<file path="src/rtl/gray_monitor_pkg.sv">
// Shared definitions for the Gray-code monitor: FSM states and error codes.
package gray_monitor_pkg;

  // Monitor FSM states
  typedef enum logic [1:0] {
    ST_IDLE  = 2'd0,
    ST_TRACK = 2'd1,
    ST_FAULT = 2'd2
  } state_t;

  // Error codes reported on ErrCode (and latched while in FAULT)
  typedef enum logic [1:0] {
    ERR_NONE  = 2'b00,
    ERR_START = 2'b01,
    ERR_STEP  = 2'b10,
    ERR_OVF   = 2'b11
  } err_code_t;

endpackage

</file>
<file path="src/rtl/gray_monitor_gray2bin.sv">
// Combinational Gray-to-binary decoder of parameterised width.
module gray_monitor_gray2bin #(
  parameter int WIDTH = 3
) (
  input  logic [WIDTH-1:0] g,
  output logic [WIDTH-1:0] b
);

  // b[i] = b[i+1] ^ g[i] unrolls to the XOR of all Gray bits from i upward;
  // writing it as a slice reduction keeps every bit a pure function of g.
  genvar gi;
  generate
    for (gi = 0; gi < WIDTH; gi++) begin : g_bit
      assign b[gi] = ^g[WIDTH-1:gi];
    end
  endgenerate

endmodule

</file>
<file path="src/rtl/gray_monitor.sv">
// Online checker/decoder for a Gray-code counter: decodes the code, checks
// every transition and the overflow flag against a shadow model, counts laps
// and latches the first deviation as a sticky coded error.
module gray_monitor
  import gray_monitor_pkg::*;
#(
  parameter int WIDTH = 3,
  parameter int LAP_W = 8
) (
  input  logic             Clk,
  input  logic             Reset,
  input  logic             Clear,
  input  logic             En,
  input  logic [WIDTH-1:0] Gray,
  input  logic             Overflow,
  output logic [WIDTH-1:0] Binary,
  output logic [LAP_W-1:0] Laps,
  output logic             Error,
  output logic [1:0]       ErrCode
);

  localparam logic [WIDTH-1:0] ALL_ONES = '1;
  localparam logic [LAP_W-1:0] LAPS_MAX = '1;
  localparam logic [WIDTH-1:0] ONE      = WIDTH'(1);

  state_t           state_reg, state_next;
  err_code_t        err_code_reg, err_code_next;
  logic [WIDTH-1:0] prev_reg, prev_next;
  logic             en_d_reg, en_d_next;
  logic             ovf_sh_reg, ovf_sh_next;
  logic [LAP_W-1:0] laps_reg, laps_next;
  logic [WIDTH-1:0] binary_reg;

  logic [WIDTH-1:0] gray_bin;
  logic [WIDTH-1:0] prev_bin;
  logic [WIDTH-1:0] step_bin;
  logic [WIDTH-1:0] expected_gray;
  logic             prev_at_max;

  gray_monitor_gray2bin #(.WIDTH(WIDTH)) u_dec_gray (
    .g (Gray),
    .b (gray_bin)
  );

  gray_monitor_gray2bin #(.WIDTH(WIDTH)) u_dec_prev (
    .g (prev_reg),
    .b (prev_bin)
  );

  // The counter advanced iff En was high on the edge before prev was sampled
  always_comb begin
    step_bin      = prev_bin + ONE;
    expected_gray = en_d_reg ? (step_bin ^ (step_bin >> 1)) : prev_reg;
    prev_at_max   = (prev_bin == ALL_ONES);
  end

  // State and shadow-model registers; Binary decodes on every non-reset edge
  always_ff @(posedge Clk) begin
    if (Reset) begin
      state_reg    <= ST_IDLE;
      err_code_reg <= ERR_NONE;
      prev_reg     <= '0;
      en_d_reg     <= 1'b0;
      ovf_sh_reg   <= 1'b0;
      laps_reg     <= '0;
      binary_reg   <= '0;
    end else begin
      state_reg    <= state_next;
      err_code_reg <= err_code_next;
      prev_reg     <= prev_next;
      en_d_reg     <= en_d_next;
      ovf_sh_reg   <= ovf_sh_next;
      laps_reg     <= laps_next;
      binary_reg   <= gray_bin;
    end
  end

  // Next-state logic: Clear resyncs from any state, then the per-state checks
  always_comb begin
    state_next    = state_reg;
    err_code_next = err_code_reg;
    prev_next     = prev_reg;
    en_d_next     = en_d_reg;
    ovf_sh_next   = ovf_sh_reg;
    laps_next     = laps_reg;

    if (Clear) begin
      state_next    = ST_IDLE;
      err_code_next = ERR_NONE;
    end else begin
      case (state_reg)
        ST_IDLE: begin
          prev_next   = Gray;
          en_d_next   = En;
          ovf_sh_next = 1'b0;
          if (Gray != '0 || Overflow) begin
            state_next    = ST_FAULT;
            err_code_next = ERR_START;
          end else begin
            state_next = ST_TRACK;
          end
        end
        ST_TRACK: begin
          if (Gray != expected_gray) begin
            state_next    = ST_FAULT;
            err_code_next = ERR_STEP;
          end else if (Overflow != ovf_sh_reg) begin
            state_next    = ST_FAULT;
            err_code_next = ERR_OVF;
          end else begin
            prev_next   = Gray;
            en_d_next   = En;
            ovf_sh_next = ovf_sh_reg | prev_at_max;
            if (en_d_reg && prev_at_max && laps_reg != LAPS_MAX) begin
              laps_next = laps_reg + LAP_W'(1);
            end
          end
        end
        default: begin
          // FAULT: everything frozen until Clear or Reset
        end
      endcase
    end
  end

  // Outputs: Error is simply "currently in FAULT"
  always_comb begin
    Binary  = binary_reg;
    Laps    = laps_reg;
    Error   = (state_reg == ST_FAULT);
    ErrCode = err_code_reg;
  end

endmodule

</file>
<file path="config.mk">
export PLATFORM = sky130hd
export DESIGN_NAME = gray_monitor
export DESIGN_NICKNAME = d
export VERILOG_FILES = /design/src/rtl/gray_monitor_pkg.sv /design/src/rtl/gray_monitor_gray2bin.sv /design/src/rtl/gray_monitor.sv
export SDC_FILE = /design/constraint.sdc
export NUM_CORES = 1
export LEC_CHECK = 0
export ABC_AREA = 1
export ABC_CLOCK_PERIOD_IN_PS = 1900
export BUFFER_PORTS_ARGS = -buffer_cell sky130_fd_sc_hd__buf_2
export CAP_MARGIN = 20
export CORE_UTILIZATION = 37
export CTS_CLUSTER_DIAMETER = 200
export DETAILED_ROUTE_END_ITERATION = 12
export PLACE_DENSITY_LB_ADDON = 0.05
export SYNTH_ARGS = -nofsm -noshare
export SYNTH_HDL_FRONTEND = slang
export SYNTH_SLANG_ARGS = --single-unit
export TNS_END_PERCENT = 20
</file>
<file path="constraint.sdc">
create_clock -name Clk -period 1.9 [get_ports Clk]
set_input_delay 0 -clock Clk [delete_from_list [all_inputs] [get_ports Clk]]
set_output_delay 0 -clock Clk [all_outputs]
set_load 0.05 [all_outputs]
</file>
==> results of run 1 <==
-- layer usage --
metal | share of wire [%] | routed length (microns)
met5 | 0 | 0
met4 | 2.4 | 56
met3 | 2.6 | 61
met2 | 47 | 1100
met1 | 48 | 1120
-- path summary, 6_finish.rpt --
kind | start | end | slack [ns] | cells past startpoint
max | Laps[0] | Laps[7] | 0.28 | 9
min | Gray[2] | prev_reg[2] | 0.01 | 3
max reg2reg | Laps[0] | Laps[7] | 0.28 | 9
min reg2reg | ovf_sh_reg | ovf_sh_reg | 0.47 | 2
-- worst reg2reg max path: stages (launching register included) --
cell and delay, ns:
dfxtp_1 0.37, ha_1 0.23, nand3_1 0.11, nor2_1 0.05, nand3_1 0.06, nand2_1 0.16
nor3_1 0.31, nand3_1 0.12, nand2_1 0.07, nor2_1 0.04
-- cell usage after synthesis, drive strengths merged --
library cell   n
o21ai          6
buf            3
o211ai         1
a21oi          9
ha             2
o21bai         1
xor2           1
nor3           5
inv           17
nand2         37
dfxtp         20
nand3         19
nor2          35
xnor2          2
a31oi          1
or2            3
-- stage by stage --
| stage | std cells | hold WS [ns] | worst slack (ns) |
|---|---|---|---|
| 2_1_floorplan | 162 | 0.0724 | 0.123 |
| 3_3_place_gp | 211 | 0.205 | 0.243 |
| 3_5_place_dp | 211 | 0.206 | 0.207 |
| 4_1_cts | 221 | 0.00995 | 0.178 |
| 5_1_grt | 222 | 0.0553 | 0.0853 |
| 6_report | 222 | 0.0107 | 0.277 |
-- cell type report --
cell class,instances,area [sq um]
Clock buffer,3,22.5
Clock inverter,1,30.0
Fill cell,297,1440
Inverter,17,63.8
Multi-Input combinational cell,122,624
Sequential cell,20,400
Tap cell,31,38.8
Timing Repair Buffer,28,185
-- cells by family after synthesis --
family	Yosys count	synth area share, %
AO/OA/AOI/OAI	18	10.6
adder cells (fa/ha/maj)	2	2.24
flip-flops	20	35.8
AND/OR/NAND/NOR	99	40.6
buffers and inverters	20	8.39
XOR/XNOR	3	2.35
-- power breakdown --
group | total, mW | leakage [nW] | internal, mW | switching, mW
logic | 0.178 | 0.411 | 0.0626 | 0.115
registers | 0.454 | 0.163 | 0.437 | 0.0173
clock network | 0.357 | 0.0279 | 0.213 | 0.144
total | 0.989 | 0.603 | 0.713 | 0.276
-- placed cells by master, fill, tap and decap left out, drive strengths merged --
cell	count
dfxtp	20
ha	2
o21ai	6
xor2	1
nor3	5
o211ai	1
dlygate4sd3	6
clkbuf	3
nor2	35
o21bai	1
nand3	19
nand2	37
xnor2	2
or2	3
a31oi	1
a21oi	9
inv	17
buf	22
bufinv	1
-- what timing repair did --
action	4_1_cts	5_1_grt
endpoints found under the hold margin	6	0
buffers inserted	0	1
hold buffers	6	0
endpoints found under the setup margin	0	3
gates resized for setup	0	0
==> impl_metrics.csv, run 1 <==
group,metric,value,unit
critical_path,startpoint_type,"flop",
critical_path,max_stage_delay,0.37,ns
place,io_buffer_count,21,
logic_synthesis,syn_inst,162,
critical_path,cp-end-kind,"flop",
layout,final_area,1370,sq um
critical_path,crit_arrival,1.84,ns
layout,largest_register_ffs,8,
detailed_routing,finalWirelength,2340,microns
logic_synthesis,ys_top_cells_by_area,"dfxtp_1, nand2_1, nor2_1",
detailed_routing,drt_first_pass_iters,5,
critical_path,cp.required,2.11,ns
die,rows,19,
logic_synthesis,avgSynthCellArea,6.90,sq um
logic_synthesis,synth.top_cell.area_share,35.8,%
power,p_leak,0.603,nW
layout,n_antenna_cell,0,
min_path,hp-class,"primary input to flop",
cts,clockBufferDepth,2,
die,die_area,3250,sq um
cts,cts_tree,"built",
die,start_util,39.9,%
global_routing,globalRoute.busiestLayer,"met2",
logic_synthesis,yosysSeqAreaShare,35.8,%
die,io_pins,22,
sta,max_freq,0.616,GHz
sta,setup-violations-final,0,
sta,period_needed,1.62,ns
logic_synthesis,syn_nets,172,
die,die_x,57.0,microns
global_routing,grt_use_met2,27.6,%
global_routing,grt_pass1_wl,4220,microns
global_routing,grt_pass1_vias,1048,
layout,nets,202,
detailed_routing,drc_errors,0,
detailed_routing,drt_iter0_markers,26,
critical_path,path_buf_inv,0,
run,maxCapViolations,0,
sta,finalCritPeriodShare,85.4,%
sta,grt_setup_unrepaired,"no",
logic_synthesis,synth.distinct_cells,27,
critical_path,cp_top_family,"simple AND/OR/NAND/NOR gates",
critical_path,path_max_fanout,7,
sta,fin_skew,0.0117,ns
sta,worst_pin_slew,0.421,ns
global_routing,grtUsageTotal,16.7,%
cts,cts.sinks,20,
die,die_y,57.0,microns
detailed_routing,routed_via_density,4.87,
logic_synthesis,synth_area,1120,sq um
cts,clk_latency,0.31,ns
detailed_routing,num_vias,1081,
cts,cts-root-buf,"clkbuf_4",
layout,post-route-util,48.7,%
sta,slew_violations,0,
detailed_routing,ant_nets,0,
power,vdd_drop_max,0.000366,V
power,power.total,0.989,mW
cts,cts.clk_slew.worst_paths,0.13,ns
place,dp_hpwl,1790,microns
sta,hold_viol,0,
cts,numCtsBuffers,3,
global_routing,met3_usage,2.72,%
logic_synthesis,synth_seq_cells,20,
layout,area_growth_syn_to_layout,22.0,%
detailed_routing,routedWlPerCell,10.5,microns
place,post_dp_cell_area,1230,sq um
sta,tns,0,ns
global_routing,grt_max_degree,15,
logic_synthesis,ys_warn_count,0,
critical_path,path_cells,"ha_1 > nand3_1 > nor2_1 > nand3_1 > nand2_1 > nor3_1 > nand3_1 > nand2_1 > nor2_1",
die,core_area,2810,sq um
critical_path,crit_type,"flop to flop",
power,power_density,725,nW/um^2
global_routing,antenna_found_initial,0,
cts,h-tree-depth,1,
logic_synthesis,yosysTopAreaCell,"dfxtp_1",
layout,drive_gt1_share,23.0,%
critical_path,crit_top_cell,"nand3_1",
global_routing,met1_usage,20.0,%
sta,relSlewSlack,71.9,%
place,place_congestion,0.835,
critical_path,cp_slowest_cell,"dfxtp_1",
run_status,status,"complete, no violations",
global_routing,grt_overflow_total,0,
Power figures use the tool's default switching activity.
==> run 2, diff against run 1 <==
--- a/config.mk
+++ b/config.mk
@@ -6,7 +6,7 @@
 export NUM_CORES = 1
 export LEC_CHECK = 0
 export ABC_AREA = 1
-export ABC_CLOCK_PERIOD_IN_PS = 1900
+export ABC_CLOCK_PERIOD_IN_PS = 1600
 export BUFFER_PORTS_ARGS = -buffer_cell sky130_fd_sc_hd__buf_2
 export CAP_MARGIN = 20
 export CORE_UTILIZATION = 37
==> constraint.sdc (replaced) <==
create_clock -name Clk -period 1.6 [get_ports Clk]
set_input_delay 0 -clock Clk [delete_from_list [all_inputs] [get_ports Clk]]
set_output_delay 0 -clock Clk [all_outputs]
set_load 0.05 [all_outputs]
==> impl_metrics.csv, run 2 (synthesis results as in run 1) <==
group,metric,value,unit
layout,nets,204,
critical_path,crit_arrival,1.72,ns
sta,worst_pin_slew,0.425,ns
power,power_density,753,nW/um^2
critical_path,ff2ff_setup_slack,0.09,ns
critical_path,cp_slowest_cell,"dfxtp_4",
die,die_y,57.0,microns
global_routing,grt_overflow_total,0,
critical_path,r2r_cells,12,
min_path,worstHoldEndpoint,"Binary[0]",
global_routing,grt_pass1_wl,4110,microns
sta,finalCritPeriodShare,94.2,%
place,io_buffer_count,21,
cts,clockBufferDepth,2,
detailed_routing,routedWlPerCell,10.3,microns
die,start_util,39.9,%
detailed_routing,drc_errors,2,
global_routing,antenna_found_initial,0,
layout,layout.area.seq,417,sq um
die,io_pins,22,
sta,hold_viol,0,
cts,cts.clk_slew.worst_paths,0.11,ns
power,p_leak,0.627,nW
detailed_routing,finalWirelength,2310,microns
layout,largest_register_ffs,8,
global_routing,grt_max_degree,15,
run_status,violations,"DRC",
run,maxCapViolations,0,
cts,cts.sinks,20,
critical_path,path_cells,"nand2_1 > nand2_1 > nand2_1 > nand2_1 > nand2_2 > nor2_4 > nand3_4 > buf_4 > nand2_1 > nand2_1 > nor2_1 > nor2_1",
layout,final_cells,224,
layout,area_growth_syn_to_layout,24.8,%
die,die_area,3250,sq um
cts,cts-root-buf,"clkbuf_4",
critical_path,startpoint_type,"flop",
cts,cts_setup_buffers,0,
run_status,status,"complete, but fails checks",
critical_path,r2r-start,"en_d_reg",
global_routing,grtUsageTotal,16.2,%
min_path,hp-class,"primary input to flop",
sta,tns,0,ns
critical_path,path_max_fanout,8,
layout,drive_gt1_share,30.6,%
layout,post-route-util,49.8,%
layout,final_cell_mix,"nand2_1, nor2_1, buf_2",
power,vdd_drop_max,0.000517,V
cts,clk_latency,0.30,ns
sta,slew_violations,0,
detailed_routing,num_vias,1094,
sta,max_freq,0.664,GHz
cts,cts_tree,"built",
sta,setup-violations-final,0,
cts,numCtsBuffers,3,
sta,relSlewSlack,71.6,%
layout,nFillCells,282,
global_routing,grt_pass1_vias,978,
place,place_congestion,0.876,
detailed_routing,routed_via_density,4.88,
die,core_area,2810,sq um
critical_path,r2r-end,"ErrCode[0]",
layout,multiInputGateArea,646,sq um
critical_path,max_stage_delay,0.40,ns
detailed_routing,drt_iter0_markers,40,
cts,h-tree-depth,1,
critical_path,cp-end-kind,"flop",
die,rows,19,
critical_path,cp.required,1.81,ns
critical_path,crit_type,"flop to flop",
detailed_routing,drt_first_pass_iters,8,
sta,period_needed,1.51,ns
min_path,hold_path_startpoint,"Gray[2]",
detailed_routing,ant_nets,0,
sta,fin_skew,0.00295,ns
min_path,whs_path_depth,3,
layout,n_antenna_cell,0,
place,dp_hpwl,1800,microns
die,die_x,57.0,microns
place,dp.cells,216,
layout,mostFrequentLayoutCell,"nand2_1",
sta,grt_setup_unrepaired,"yes",
critical_path,crit_top_cell,"nand2_1",
run 2: changes by cell type in the layout (fill, tap and decap cells not counted), moves of 2 or more:
cell | before | now
dfxtp_1 | 20 | 11
dfxtp_2 | 0 | 7
buf_4 | 0 | 4
dlygate4sd3_1 | 6 | 4
dfxtp_4 | 0 | 2
run 2: final cells by class:
type | count | share of cell area (%)
multi-input cells | 122 | 46.2
flip-flops and latches | 20 | 29.8
repair buffers | 30 | 14.0
inverters | 17 | 4.57
well taps | 31 | 2.78
clock buffers | 4 | 2.60
run 2: per-layer routing:
metal,GRT usage [%],vias up,share of wire [%]
met3,2.27,5,3.2
met2,26.9,22,45
met1,20.1,489,49
met5,0,-,0
met4,9.06,0,2.2
li1,-,578,-
run 2: critical path: cells and delay by family (launching register included):
kind | cells | cell delay [ns]
and+or+nand+nor | 11 | 0.86
DFF | 1 | 0.40
buffers and inverters | 1 | 0.15
run 2: worst max path at each step:
| stage | endpoint | startpoint | slack, ns | depth (start not counted) |
|---|---|---|---|---|
| after floorplan | Laps[5] | Laps[5] | -0.02 | 7 |
| after global placement | ovf_sh_reg | en_d_reg | 0.02 | 10 |
| after detailed placement | Laps[0] | en_d_reg | 0.03 | 11 |
| after CTS | Laps[0] | prev_reg[0] | 0.02 | 11 |
| after global routing | prev_reg[0] | en_d_reg | -0.03 | 11 |
| final | ErrCode[0] | en_d_reg | 0.09 | 12 |
run 2: timing repair:
action	4_1_cts	5_1_grt
cloned	0	0
endpoints found under the hold margin	5	0
setup endpoints to repair	2	15
hold buffers	4	0
gates resized for setup	1	9
run 2: power by group:
| part | internal [mW] | switching, mW |
|---|---|---|
| sequential | 0.520 | 0.0210 |
| combinational | 0.0748 | 0.141 |
| clock | 0.139 | 0.156 |
| total | 0.734 | 0.318 |
run 2: stage by stage:
step / area, sq um / power [mW] / hold WS (ns) / setup WS, ns
detailed placement: 1290 / 0.753 / 0.214 / 0.0330
global route: 1400 / 1.12 / 0.0300 / -0.0310
global placement: 1290 / 0.753 / 0.208 / 0.0235
floorplan: 1120 / 0.707 / 0.0724 / -0.0152
CTS: 1370 / 1.06 / 0.0176 / 0.0215
finish: 1400 / 1.05 / 0.0164 / 0.0934
